--- src/rtl/rob_pkg.sv ---
// Shared reorder buffer types: entry layout, tag and pointer widths.
package rob_pkg;
  localparam int ROB_WIDTH   = 31;
  localparam int ROB_TAG_MSB = 2;
  localparam int DEPTH       = 2 ** (ROB_TAG_MSB + 1);

  typedef logic [ROB_TAG_MSB:0]   rob_tag_t;
  // Extra MSB is the wrap bit that separates full from empty.
  typedef logic [ROB_TAG_MSB+1:0] rob_ptr_t;

  typedef struct packed {
    logic                 busy;
    logic                 ready;
    logic                 writesReg;
    logic [4:0]           rd;
    logic [ROB_WIDTH:0]   value;
  } rob_entry_t;
endpackage

--- src/rtl/common_data_bus.sv ---
// Common data bus carrying one result broadcast per cycle, addressed by ROB tag.
// No handshake: a broadcast is valid for exactly the cycle validBroadcast is high.
interface commonDataBus #(
  parameter int WIDTH = 31,
  parameter int ROB   = 2
) ();
  logic [WIDTH:0] result;
  logic [ROB:0]   robEntry;
  logic           validBroadcast;

  modport reorder_buffer (input result, input robEntry, input validBroadcast);
  modport arbiter        (output result, output robEntry, output validBroadcast);
endinterface

--- src/rtl/rob_read_port.sv ---
// Operand lookup for one entry with same-cycle CDB forwarding; purely combinational.
// No backpressure: the answer is valid in the same cycle the tag is presented.
module rob_read_port
  import rob_pkg::*;
(
  input  rob_entry_t           entry_i,
  input  logic                 hit_i,
  input  logic [ROB_WIDTH:0]   cdbResult_i,
  output logic                 ready_o,
  output logic [ROB_WIDTH:0]   value_o
);
  assign ready_o = entry_i.busy && (entry_i.ready || hit_i);

  always_comb begin
    value_o = '0;
    if (entry_i.busy) begin
      value_o = hit_i ? cdbResult_i : entry_i.value;
    end
  end
endmodule

--- src/rtl/reorder_buffer.sv ---
// In-order circular reorder buffer; CDB capture in 1 cycle, retire 1 cycle after ready.
// Backpressure: allocReady drops when full, judged from registered pointers only.
module reorder_buffer
  import rob_pkg::*;
#(
  parameter int WIDTH = ROB_WIDTH,
  parameter int ROB   = ROB_TAG_MSB
) (
  input  logic                   clk,
  input  logic                   reset,
  input  logic                   flush,
  input  logic                   allocValid,
  input  logic [4:0]             allocRd,
  input  logic                   allocWritesReg,
  output logic                   allocReady,
  output logic [ROB:0]           allocRob,
  commonDataBus.reorder_buffer   dataBus,
  input  logic [ROB:0]           readRobA,
  input  logic [ROB:0]           readRobB,
  output logic [WIDTH:0]         readValueA,
  output logic [WIDTH:0]         readValueB,
  output logic                   readReadyA,
  output logic                   readReadyB,
  output logic                   commitValid,
  output logic [4:0]             commitRd,
  output logic                   commitWritesReg,
  output logic [WIDTH:0]         commitResult,
  output logic [ROB:0]           commitRob
);
  rob_entry_t     entries_q [DEPTH];
  rob_entry_t     entries_d [DEPTH];
  logic [ROB+1:0] head_q, head_d;
  logic [ROB+1:0] tail_q, tail_d;

  logic           commitValid_q, commitValid_d;
  logic [4:0]     commitRd_q, commitRd_d;
  logic           commitWritesReg_q, commitWritesReg_d;
  logic [WIDTH:0] commitResult_q, commitResult_d;
  logic [ROB:0]   commitRob_q, commitRob_d;

  logic full, empty, accept, do_commit;

  assign full       = (head_q[ROB:0] == tail_q[ROB:0]) && (head_q[ROB+1] != tail_q[ROB+1]);
  assign empty      = (head_q == tail_q);
  assign allocReady = !full;
  assign allocRob   = tail_q[ROB:0];
  assign accept     = allocValid && !full;
  assign do_commit  = !empty && entries_q[head_q[ROB:0]].busy && entries_q[head_q[ROB:0]].ready;

  always_comb begin
    entries_d         = entries_q;
    head_d            = head_q;
    tail_d            = tail_q;
    commitValid_d     = 1'b0;
    commitRd_d        = commitRd_q;
    commitWritesReg_d = commitWritesReg_q;
    commitResult_d    = commitResult_q;
    commitRob_d       = commitRob_q;

    // Broadcasts to idle slots are stale results from squashed work; drop them.
    if (dataBus.validBroadcast && entries_q[dataBus.robEntry].busy) begin
      entries_d[dataBus.robEntry].ready = 1'b1;
      entries_d[dataBus.robEntry].value = dataBus.result;
    end

    if (do_commit) begin
      commitValid_d     = 1'b1;
      commitRd_d        = entries_q[head_q[ROB:0]].rd;
      commitWritesReg_d = entries_q[head_q[ROB:0]].writesReg;
      commitResult_d    = entries_q[head_q[ROB:0]].value;
      commitRob_d       = head_q[ROB:0];
      entries_d[head_q[ROB:0]].busy = 1'b0;
      head_d            = head_q + 1'b1;
    end

    if (accept) begin
      entries_d[tail_q[ROB:0]].busy      = 1'b1;
      entries_d[tail_q[ROB:0]].ready     = 1'b0;
      entries_d[tail_q[ROB:0]].rd        = allocRd;
      entries_d[tail_q[ROB:0]].writesReg = allocWritesReg;
      tail_d            = tail_q + 1'b1;
    end
  end

  always_ff @(posedge clk) begin
    if (reset || flush) begin
      for (int i = 0; i < DEPTH; i++) begin
        entries_q[i] <= '0;
      end
      head_q            <= '0;
      tail_q            <= '0;
      commitValid_q     <= 1'b0;
      commitRd_q        <= '0;
      commitWritesReg_q <= 1'b0;
      commitResult_q    <= '0;
      commitRob_q       <= '0;
    end else begin
      entries_q         <= entries_d;
      head_q            <= head_d;
      tail_q            <= tail_d;
      commitValid_q     <= commitValid_d;
      commitRd_q        <= commitRd_d;
      commitWritesReg_q <= commitWritesReg_d;
      commitResult_q    <= commitResult_d;
      commitRob_q       <= commitRob_d;
    end
  end

  assign commitValid     = commitValid_q;
  assign commitRd        = commitRd_q;
  assign commitWritesReg = commitWritesReg_q;
  assign commitResult    = commitResult_q;
  assign commitRob       = commitRob_q;

  rob_read_port u_read_a (
    .entry_i     (entries_q[readRobA]),
    .hit_i       (dataBus.validBroadcast && (dataBus.robEntry == readRobA)),
    .cdbResult_i (dataBus.result),
    .ready_o     (readReadyA),
    .value_o     (readValueA)
  );

  rob_read_port u_read_b (
    .entry_i     (entries_q[readRobB]),
    .hit_i       (dataBus.validBroadcast && (dataBus.robEntry == readRobB)),
    .cdbResult_i (dataBus.result),
    .ready_o     (readReadyB),
    .value_o     (readValueB)
  );
endmodule

--- src/flat_wrapper.sv ---
// flat-port wrapper written by rule: the top's interface ports become plain ports
module reorder_buffer_flat import rob_pkg::*;
#(
  parameter int WIDTH = ROB_WIDTH,
  parameter int ROB   = ROB_TAG_MSB
)
  (clk, reset, flush, allocValid, allocRd, allocWritesReg, allocReady, allocRob, readRobA, readRobB, readValueA, readValueB, readReadyA, readReadyB, commitValid, commitRd, commitWritesReg, commitResult, commitRob, dataBus_result, dataBus_robEntry, dataBus_validBroadcast);
  commonDataBus #(.WIDTH(WIDTH), .ROB(ROB)) dataBus_i ();
  input  logic clk;
  input  logic reset;
  input  logic flush;
  input  logic allocValid;
  input  logic [4:0] allocRd;
  input  logic allocWritesReg;
  output logic allocReady;
  output logic [ROB:0] allocRob;
  input  logic [ROB:0] readRobA;
  input  logic [ROB:0] readRobB;
  output logic [WIDTH:0] readValueA;
  output logic [WIDTH:0] readValueB;
  output logic readReadyA;
  output logic readReadyB;
  output logic commitValid;
  output logic [4:0] commitRd;
  output logic commitWritesReg;
  output logic [WIDTH:0] commitResult;
  output logic [ROB:0] commitRob;
  input wire logic [$bits(dataBus_i.result)-1:0] dataBus_result;
  input wire logic [$bits(dataBus_i.robEntry)-1:0] dataBus_robEntry;
  input wire logic [$bits(dataBus_i.validBroadcast)-1:0] dataBus_validBroadcast;
  assign dataBus_i.result = dataBus_result;
  assign dataBus_i.robEntry = dataBus_robEntry;
  assign dataBus_i.validBroadcast = dataBus_validBroadcast;
  reorder_buffer #(.WIDTH(WIDTH), .ROB(ROB)) u_core (.clk(clk), .reset(reset), .flush(flush), .allocValid(allocValid), .allocRd(allocRd), .allocWritesReg(allocWritesReg), .allocReady(allocReady), .allocRob(allocRob), .dataBus(dataBus_i), .readRobA(readRobA), .readRobB(readRobB), .readValueA(readValueA), .readValueB(readValueB), .readReadyA(readReadyA), .readReadyB(readReadyB), .commitValid(commitValid), .commitRd(commitRd), .commitWritesReg(commitWritesReg), .commitResult(commitResult), .commitRob(commitRob));
endmodule
--- config.mk ---
export PLATFORM = sky130hd
export DESIGN_NAME = reorder_buffer_flat
export DESIGN_NICKNAME = d
export VERILOG_FILES = /design/src/rtl/rob_pkg.sv /design/src/rtl/common_data_bus.sv /design/src/rtl/rob_read_port.sv /design/src/rtl/reorder_buffer.sv /design/src/flat_wrapper.sv
export SDC_FILE = /design/constraint.sdc
export NUM_CORES = 1
export LEC_CHECK = 0
export ABC_CLOCK_PERIOD_IN_PS = 1900
export BUFFER_PORTS_ARGS = -buffer_cell sky130_fd_sc_hd__clkbuf_2
export CORE_ASPECT_RATIO = 2
export CORE_MARGIN = 2
export CORE_UTILIZATION = 40
export DETAILED_ROUTE_END_ITERATION = 12
export GPL_ROUTABILITY_DRIVEN = 0
export SLEW_MARGIN = 15
export SYNTH_ARGS = -nofsm -noshare
export SYNTH_HDL_FRONTEND = slang
export SYNTH_SLANG_ARGS = --single-unit
export TNS_END_PERCENT = 5
--- constraint.sdc ---
create_clock -name clk -period 1.9 [get_ports clk]
set_input_delay 0.095 -clock clk [delete_from_list [all_inputs] [get_ports clk]]
set_output_delay 0.095 -clock clk [all_outputs]
set_load 0.005 [all_outputs]
# Word-level counts from Yosys, hierarchy flattened
# Index checks and enable logic that the tools add are counted.
# Widths: inputs -> output; s select.
# totals
regBits,370
in_bits,52
output_inout_bits,112
wordCells,125
# classes
addsub,2
order_cmp,8
n_eq_ne,5
muxes,41
bitwise,5
reduce_logical,17
# op_table
operator,count
$bwmux 320,7
$mux 320,3
$demux 40 s3,7
$bmux 40 s3,4
$mux 40,10
$mux 32,5
$mux 39,2
$mux 38,1
$mux 37,1
$ge 4x4->1 const B,5
$not 3->4,5
$logic_and 1x1->1,12
$lt 4x1->1 const B,3
$eq 3x3->1,3
$add 4x1->4 const B,2
$eq 4x4->1,1
$logic_or 1x1->1,3
$logic_not 1->1,2
$mux 1,1
$ne 1x1->1,1

# Depth between registers and ports, before layout
# Gate-level depths: netlist of run 1.
# depth
depth_word,15
depth_mapped,9
ltp_nobuf,5

# By module
# Synthesis of run 1 repeated with hierarchy kept, for this count alone.
# hier_totals
hier_cells,2280
hier_area_um2,22021.1
# modules_own_cells
mod,instances,cells_each,area_each_um2,seq_area_each_um2
reorder_buffer,1,2136,20799.9,7407.1
rob_read_port,2,72,610.6,0.0

# Worst setup path before layout of run 1
# No wires, ideal clock.
# synth_path
path_type,reg-to-reg
start,register u_core.head_q[1]
end,register u_core.entries_q[199] in the netlist's numbering
setup_time_ns,0.119
t_arrival_ns,1.753
slack_ns,0.029
stages_incl_launch_ff,8
synth_period_minus_slack_ns,1.871
cell_sequence,dfxtp_1 > buf_4 > xor2_2 > o41ai_2 > buf_4 > nor4bb_1 > buf_6 > o221a_1
# synth_between
elab_chain_len,12
word_cells_on_any_way,24
# synth_lines
element,line,text
"start, declared",reorder_buffer.sv:32,"logic [ROB+1:0] head_q, head_d;"
"start signal, assigned",reorder_buffer.sv:90,head_q <= '0;
"start signal, assigned",reorder_buffer.sv:99,head_q <= head_d;
$not 3->4 (implied by the code),"reorder_buffer.sv:48, reorder_buffer.sv:72",
$ge 4x4->1 (implied by the code) (tied with other cells),reorder_buffer.sv:72,entries_d[head_q[ROB:0]].busy = 1'b0;
$logic_and 1x1->1 (implied by the code) or $mux 40 (tied branches),-,
"$mux 40, on equally long branches",-,
$demux 40 s3 or $logic_and 1x1->1 (tied branches),"reorder_buffer.sv:72, reorder_buffer.sv:48",
$bwmux 320 or $logic_and 1x1->1 (tied branches),"reorder_buffer.sv:72, reorder_buffer.sv:48",
$mux 320,reorder_buffer.sv:66,if (do_commit) begin
$bwmux 320,reorder_buffer.sv:77,entries_d[tail_q[ROB:0]].busy = 1'b1;
$bwmux 320,reorder_buffer.sv:78,entries_d[tail_q[ROB:0]].ready = 1'b0;
$bwmux 320,reorder_buffer.sv:79,entries_d[tail_q[ROB:0]].rd = allocRd;
$bwmux 320,reorder_buffer.sv:80,entries_d[tail_q[ROB:0]].writesReg = allocWritesReg;
$mux 320 (*),reorder_buffer.sv:76,if (accept) begin
"end signal, assigned",reorder_buffer.sv:98,entries_q <= entries_d;
"end, declared",reorder_buffer.sv:30,rob_entry_t entries_q [DEPTH];
# Every way passes the cells marked *; elsewhere a longest branch is shown, timed or not. The select of a mux whose other input is x is not followed.
# A chain may end at the register's enable or synchronous reset.

# Final worst setup path of run 1
# layout_path
start,register u_core.entries_q[279] in the netlist's numbering
end,output readValueB[14]
# layout_between
elab_chain_len,4
# layout_lines
element,line,text
$bmux 40 s3,reorder_buffer.sv:124,".entry_i (entries_q[readRobB]),"
$mux 40 (implied by the code) (2 in a row),reorder_buffer.sv:124,
$mux 32,rob_read_port.sv:16,if (entry_i.busy) begin
"end, declared",flat_wrapper.sv:20,output logic [WIDTH:0] readValueB;
# No other way between the ends. The select of a mux whose other input is x is not followed.

==> impl_results.md, run 1 <==
* Status: finished with violations
* Failing checks: negative setup slack
* Hold crit path type: in2reg
* CP peak stage delay at 0.48 ns
* Detail Placement HPWL at roughly 46 mm
* Final Skew at 0.0212 ns
* Clk root buf: clkbuf_16
* Post-layout util at 0.492
* Critical Path End Type: output port
* 1st-iter DRT viols at about 1400
* I/O pin count at roughly 160
* Fillers at 4617
* Largest family of logic cells by synthesized area: multiplexers
* Global-route wire length before repair at around 110 mm
* Buf+Inv Stages, Crit Path at 3
* Synth Area in Compound Gates at 0.134
* Buffers on Ports at 163
* Adder-cell share of the synthesized area at 0.00122
* Power Density at 697 nW/um^2
* Total track usage at 0.270
* Area leader, netlist: dfxtp_1
* Setup WS post-layout at -0.397 ns
* Worst slew pin tran at 0.749 ns
* Setup violators final at 66
* Critical-path top delay cell: mux4_2
* Critical-path cell list: mux4_2, mux2i_4, buf_8, buf_12, a211oi_1, clkbuf_2
* Top cell type's share of synthesized area at 0.361
* Final nets at between 2000 and 2500
* Synth Instances at 2158
* Slew headroom at 0.501
* Clock transition at path regs at 0.07 ns
* Minimum clock period after layout at 2.30 ns
* Critical Path AT at 2.20 ns
* Footprint of the multi-input gates at around 12000 um^2
* Synthesized area per cell at around 9.5 um^2
* Largest net degree at the start of global routing at 79
* Crit path launch type: flip-flop
* Post-route ant nets at 0
* Commonest non-fill, non-tap cells in the layout: nand2_1 (539), dfxtp_1 (359), a21oi_1 (309)
* Residual DRC count at 0
* Die area at between 50000 and 60000 um^2
* Clk buf depth at 3
* Drt pass-1 iters at 5
* Placement Cell Area at 22800 um^2
* Yosys warns at 0
* TritonCTS clock tree: built
* Vias at 17900
* Core Region at 50800 um^2
* Clk sinks at 370
* Initial antenna violation count at 1
* Max Slew Vio Count at 0
* Worst skew pair latency at ~0.56 ns
* #FFs+latches synth at 370
* TritonCTS Buffers at 36
* Syn-to-layout area delta at 21.6%
* Post-Synth XOR/XNOR Area at 0.00591
* Syn Nets at 2212
* Vias in the first global route at about 18000
* Synth Area in Simple Gates at 0.136
* Pleak at between 8 and 9 nW
* Final hold violation count at 0
* Data required, critical path at 1.80 ns
* Netlist cell types at 47
* Share of cells above drive strength 1 at 0.285
* Crit Path Class: reg2out
* Worst slack at placement at -0.0890 ns
* Row count at 117
* Mux cell area share after synthesis at 0.309
* Overall die width at 164 um
* Most common cell after layout, fill and taps aside: nand2_1
* WL/cell at 24.4 um
* Synth area leaders: dfxtp_1 (36%), mux4_2 (23%), nand2_1 (9.9%)
* Die Ht at 324 um
* Via density per instance at 6.01
* Fmax at between 400 and 500 MHz
* Mapped Area at between 20000 and 25000 um^2
* Worst vdd ir at 0.582 mV
* Delay-heaviest family, CP: multiplexers
* Routed wire length at 72.5 mm
* Starting Density at 0.404
* Inserted Diodes at 0
* Final instance area at 25000 um^2
* CP Max Fanout at 7
* R2R setup slack at 0 ns
* # Max-Cap Violations at 0
* Register area share after synthesis at 0.361
* Final worst path period share at 1.21
* Global route total overflow at 0
* RSZ-0062 raised after global routing: yes
* Register Area at 7440 um^2
* H-tree levels at 2
## kinds of logic after synthesis
kind of cell	count (synthesis)
flops	370
buf+inv	254
mux	368
xor+xnor	13
simple gates	706
compound gates	445
fa+ha+maj	2
## report_power, final
| part | total, W | internal [W] | switching, W |
|---|---|---|---|
| logic | 0.00117 | 0.000453 | 0.000717 |
| registers | 0.00776 | 0.00775 | 0.00000821 |
| clock network | 0.00847 | 0.00515 | 0.00332 |
| total | 0.0174 | 0.0134 | 0.00405 |
## per-layer routing
metal  vias to the layer above  wire [um]  track usage  part of all wire
met1                      8794      25400        0.305              0.35
met2                       840      37300        0.469              0.51
met3                       255       5120       0.0418             0.071
met5                         -          7            0          0.000097
li1                       7979          -            -                 -
met4                         2       4670        0.163             0.064
## Yosys cell counts (all sizes together)
library cell    n
nand2b          2
a211oi        102
o21ai          21
nor2          120
mux2            2
nand4           4
o221a           6
xnor2           9
nor3            3
nor2b           5
clkbuf        183
ha              2
a21oi         310
a22o            2
nor4bb          1
mux4          213
o41ai           1
and3            7
dfxtp         370
mux2i         153
nand3          10
and4            3
and2            3
o22ai           1
or4             1
xor2            4
or2             1
o21a            1
or3             2
o211a           1
nand2         539
inv             6
nand3b          2
or4b            3
buf            65
## final cells by class
class	instances	share of cell area
multi-input combinational	1534	0.490
sequential	370	0.298
clock buffer	48	0.0420
clock inverter	18	0.0135
timing repair buffer	342	0.123
tap	654	0.0328
inverter	6	0.000902
## worst register-to-register path: stages, from the launching register on
cell and delay (ns):
dfxtp_4 0.37, xor2_4 0.20, o41ai_4 0.54, buf_4 0.26, nor2_2 0.07, buf_4 0.14, xnor2_1 0.14, nor2_1 0.05
## through the flow
step | setup TNS (ns) | std cells | hold WS [ns] | total power, W
6_report | -23.16 | 2972 | 0.0627 | 0.0174
5_1_grt | -28.74 | 2972 | 0.0792 | 0.0179
4_1_cts | -24.36 | 2975 | 0.0410 | 0.0175
3_5_place_dp | -1.57 | 2858 | 0.402 | 0.00901
3_3_place_gp | -0.217 | 2858 | 0.403 | 0.00900
2_1_floorplan | 0 | 2158 | 0.271 | 0.00861
## flip-flops by register name, indices dropped and copies added, names as in the netlist
signal	flops
u_core.commitRob	3
u_core.tail_q	4
u_core.head_q	4
u_core.commitValid	1
u_core.entries_q	320
u_core.commitRd	5
u_core.commitWritesReg	1
u_core.commitResult	32
## final timing paths
path | depth (start not counted) | start | to
setup reg to reg | 7 | u_core.head_q[2] | u_core.tail_q[3]
hold / removal | 5 | allocValid | u_core.tail_q[0]
hold reg to reg | 2 | u_core.commitRob[2] | u_core.commitRob[2]
setup / recovery | 6 | u_core.entries_q[279] | readValueB[14]
## what timing repair did
item / in CTS / in global routing
setup endpoints to repair: 113 / 166
hold endpoints to repair: 306 / 0
gates cloned: 2 / 0
pin swaps: 1 / 2
buffers inserted: 11 / 5
hold buffers: 40 / 0
gates resized for setup: 27 / 36
No activity file was read; power rests on OpenSTA's default activity.
==> inputs of run 2 (changes only) <==
--- a/config.mk
+++ b/config.mk
@@ -6,7 +6,7 @@
 export NUM_CORES = 1
 export LEC_CHECK = 0
 export ABC_CLOCK_PERIOD_IN_PS = 1900
-export BUFFER_PORTS_ARGS = -buffer_cell sky130_fd_sc_hd__clkbuf_2
+export BUFFER_PORTS_ARGS = -buffer_cell sky130_fd_sc_hd__buf_2
 export CORE_ASPECT_RATIO = 2
 export CORE_MARGIN = 2
 export CORE_UTILIZATION = 40
==> impl_results.md, run 2 (same netlist as run 1, synthesis figures left out) <==
* Via density per instance at 5.95 (-1.1%)
* CP Max Fanout at 9 (+2)
* Crit Path Class: reg2out
* Crit path launch type: flip-flop
* I/O pin count at 164 (unchanged)
* CP endpoint: readValueB[5]
* # Max-Cap Violations at 0 (unchanged)
* Failing checks: negative setup slack
* Power Density at 651 nW/um^2 (-6.5%)
* Global route total overflow at 0 (unchanged)
* Clock transition at path regs at 0.07 ns (about the same)
* Reg2reg end: u_core.entries_q[194]
* R2R Path Start: u_core.head_q[2]
* Internal power at 0.0122 W (-8.6%)
* 1st-iter DRT viols at 1606 (+13%)
* Die area at 53300 um^2 (unchanged)
* Largest register FFs at 320 (unchanged)
* Net Sw Frac at 0.241 (+0.00829)
* Overall die width at 164 um (unchanged)
* Post-route ant nets at 0 (unchanged)
* Critical Path End Type: output port
* Buffers on Ports at 163 (unchanged)
* Minimum clock period after layout at 2.28 ns (-0.0171 ns)
* Gate power share at 0.071 (+0.004)
* Clk root buf: clkbuf_16
* Worst vdd ir at 0.564 mV (-2.9%)
* Psw at 0.00388 W (-4.3%)
* Starting Density at 0.404 (unchanged)
* Placement Cell Area at 22800 um^2 (-0.18%)
* Final hold violation count at 0 (unchanged)
* Die Ht at 324 um (unchanged)
* Seq pwr share at 0.483 (+0.037)
* Final worst path period share at 1.20 (-0.00899)
* Final instance area at 24700 um^2 (-1.1%)
* Share of cells above drive strength 1 at 0.286 (+0.00129)
* Fmax at 439 MHz (+0.75%)
* TritonCTS clock tree: built
* Detail Placement HPWL at 45.1 mm (-1.0%)
* Data required, critical path at 1.80 ns (about the same)
* Worst slack at placement at -0.0480 ns (+0.0410 ns)
* Clk buf depth at 3 (unchanged)
* Largest net degree at the start of global routing at 83 (+5.1%)
* Vias in the first global route at 17900 (-1.8%)
* WL/cell at 23.9 um (-2.0%)
* Max Slew Vio Count at 0 (unchanged)
* Worst hold slack at 0.118 ns (+0.0549 ns)
* Worst slew pin tran at 0.504 ns (-0.245 ns)
* RSZ-0062 raised after global routing: yes
* Setup_tns at -21.03 ns (+2.13 ns)
* Residual DRC count at 0 (unchanged)
* Setup violators final at 67 (+1.5%)
* Clk sinks at 370 (unchanged)
* R2R setup slack at -0.01 ns (about the same)
* Global-route wire length before repair at 108 mm (-1.2%)
* Setup WS post-layout at -0.380 ns (+0.0171 ns)
* H-tree levels at 2 (unchanged)
* Final Skew at 0.0160 ns (-0.00521 ns)
* Total track usage at 0.265 (-0.00423)
* Most common cell after layout, fill and taps aside: nand2_1
* R2R depth at 7 (unchanged)
* Worst skew pair latency at 0.54 ns (-0.02 ns)
* Commonest non-fill, non-tap cells in the layout: nand2_1 (539), dfxtp_1 (361), a21oi_1 (308)
* Row count at 117 (unchanged)
* Pleak at 8.33 nW (-0.32%)
* Clock network power share at 0.446 (-0.041)
* Core Region at 50800 um^2 (unchanged)
* Final nets at 2348 (+0.17%)
* Status: finished with violations
* TritonCTS Buffers at 35 (-2.8%)
* Vias at 17700 (-1.1%)
* Most flop-heavy register: u_core.entries_q
* Drt pass-1 iters at 6 (+1)
* Routed wire length at 71.1 mm (-1.9%)
* Crit path from: u_core.entries_q[39]
* Hold crit path type: in2reg
* Syn-to-layout area delta at 20.2%
* Slew headroom at 0.664 (+0.163)
* Initial antenna violation count at 2 (+1)
* Critical Path AT at 2.18 ns (-0.02 ns)
==> run 2: changes by cell type in the layout (fill, tap and decap cells not counted), moves of 3 or more <==
cell	previous run	this run
buf_2	9	161
clkbuf_2	152	0
buf_4	69	79
buf_12	58	50
bufinv_16	9	3
clkinv_2	4	10
clkbuf_16	39	35
clkinvlp_4	3	0
mux2i_1	151	148
==> run 2: worst min-delay path by stage <==
stage	startpoint	endpoint	slack (ns)	depth (start not counted)
5_1_grt	allocValid	u_core.entries_q[117]	0.17	6
3_3_place_gp	reset	u_core.head_q[2]	0.41	3
3_5_place_dp	reset	u_core.head_q[2]	0.40	3
2_1_floorplan	reset	u_core.head_q[2]	0.27	2
4_1_cts	allocValid	u_core.entries_q[117]	0.12	5
6_report	allocValid	u_core.entries_q[117]	0.12	6
==> run 2: per-layer routing <==
| layer | GRT usage | part of all wire |
|---|---|---|
| met5 | 0 | 0.00030 |
| met4 | 0.139 | 0.053 |
| met3 | 0.0356 | 0.067 |
| met2 | 0.462 | 0.52 |
| met1 | 0.313 | 0.36 |
==> run 2: cell type report <==
type	instances	area, um^2
antenna	1	2.50
clock buffer	46	967
clock inverter	15	158
fill	4673	26100
inverter	6	22.5
multi-input combinational	1534	12200
sequential	370	7430
tap	654	818
timing repair buffer	347	3040
==> run 2: repair_timing <==
action	CTS	global route
endpoints found under the hold margin	305	0
hold buffers	41	0
endpoints found under the setup margin	109	146
buffers inserted	13	0
gates resized for setup	37	19
cloned	2	0
pin swaps	0	4
==> run 2: critical path, cell delays in order, from the launching register on <==
cell,delay [ns]
dfxtp_4,0.36
mux4_2,0.49
mux2i_4,0.18
buf_6,0.14
buf_12,0.13
a211oi_1,0.05
buf_4,0.17
buf_2,0.12
==> run 2: power groups by stage <==
stage / sequential, W / clock [W] / combinational [W]
floorplan: 0.00794 / 0 / 0.000666
global placement: 0.00794 / 0 / 0.00103
global route: 0.00776 / 0.00755 / 0.00121
CTS: 0.00776 / 0.00727 / 0.00114
finish: 0.00776 / 0.00718 / 0.00114
detailed placement: 0.00794 / 0 / 0.00105
==> run 2: stage by stage <==
step / util / std cells / power [W]
final: 0.486 / 2973 / 0.0161
after global routing: 0.486 / 2972 / 0.0165
after CTS: 0.484 / 2972 / 0.0162
after detailed placement: 0.449 / 2861 / 0.00899
after global placement: 0.449 / 2861 / 0.00898
after floorplan: - / 2158 / 0.00861
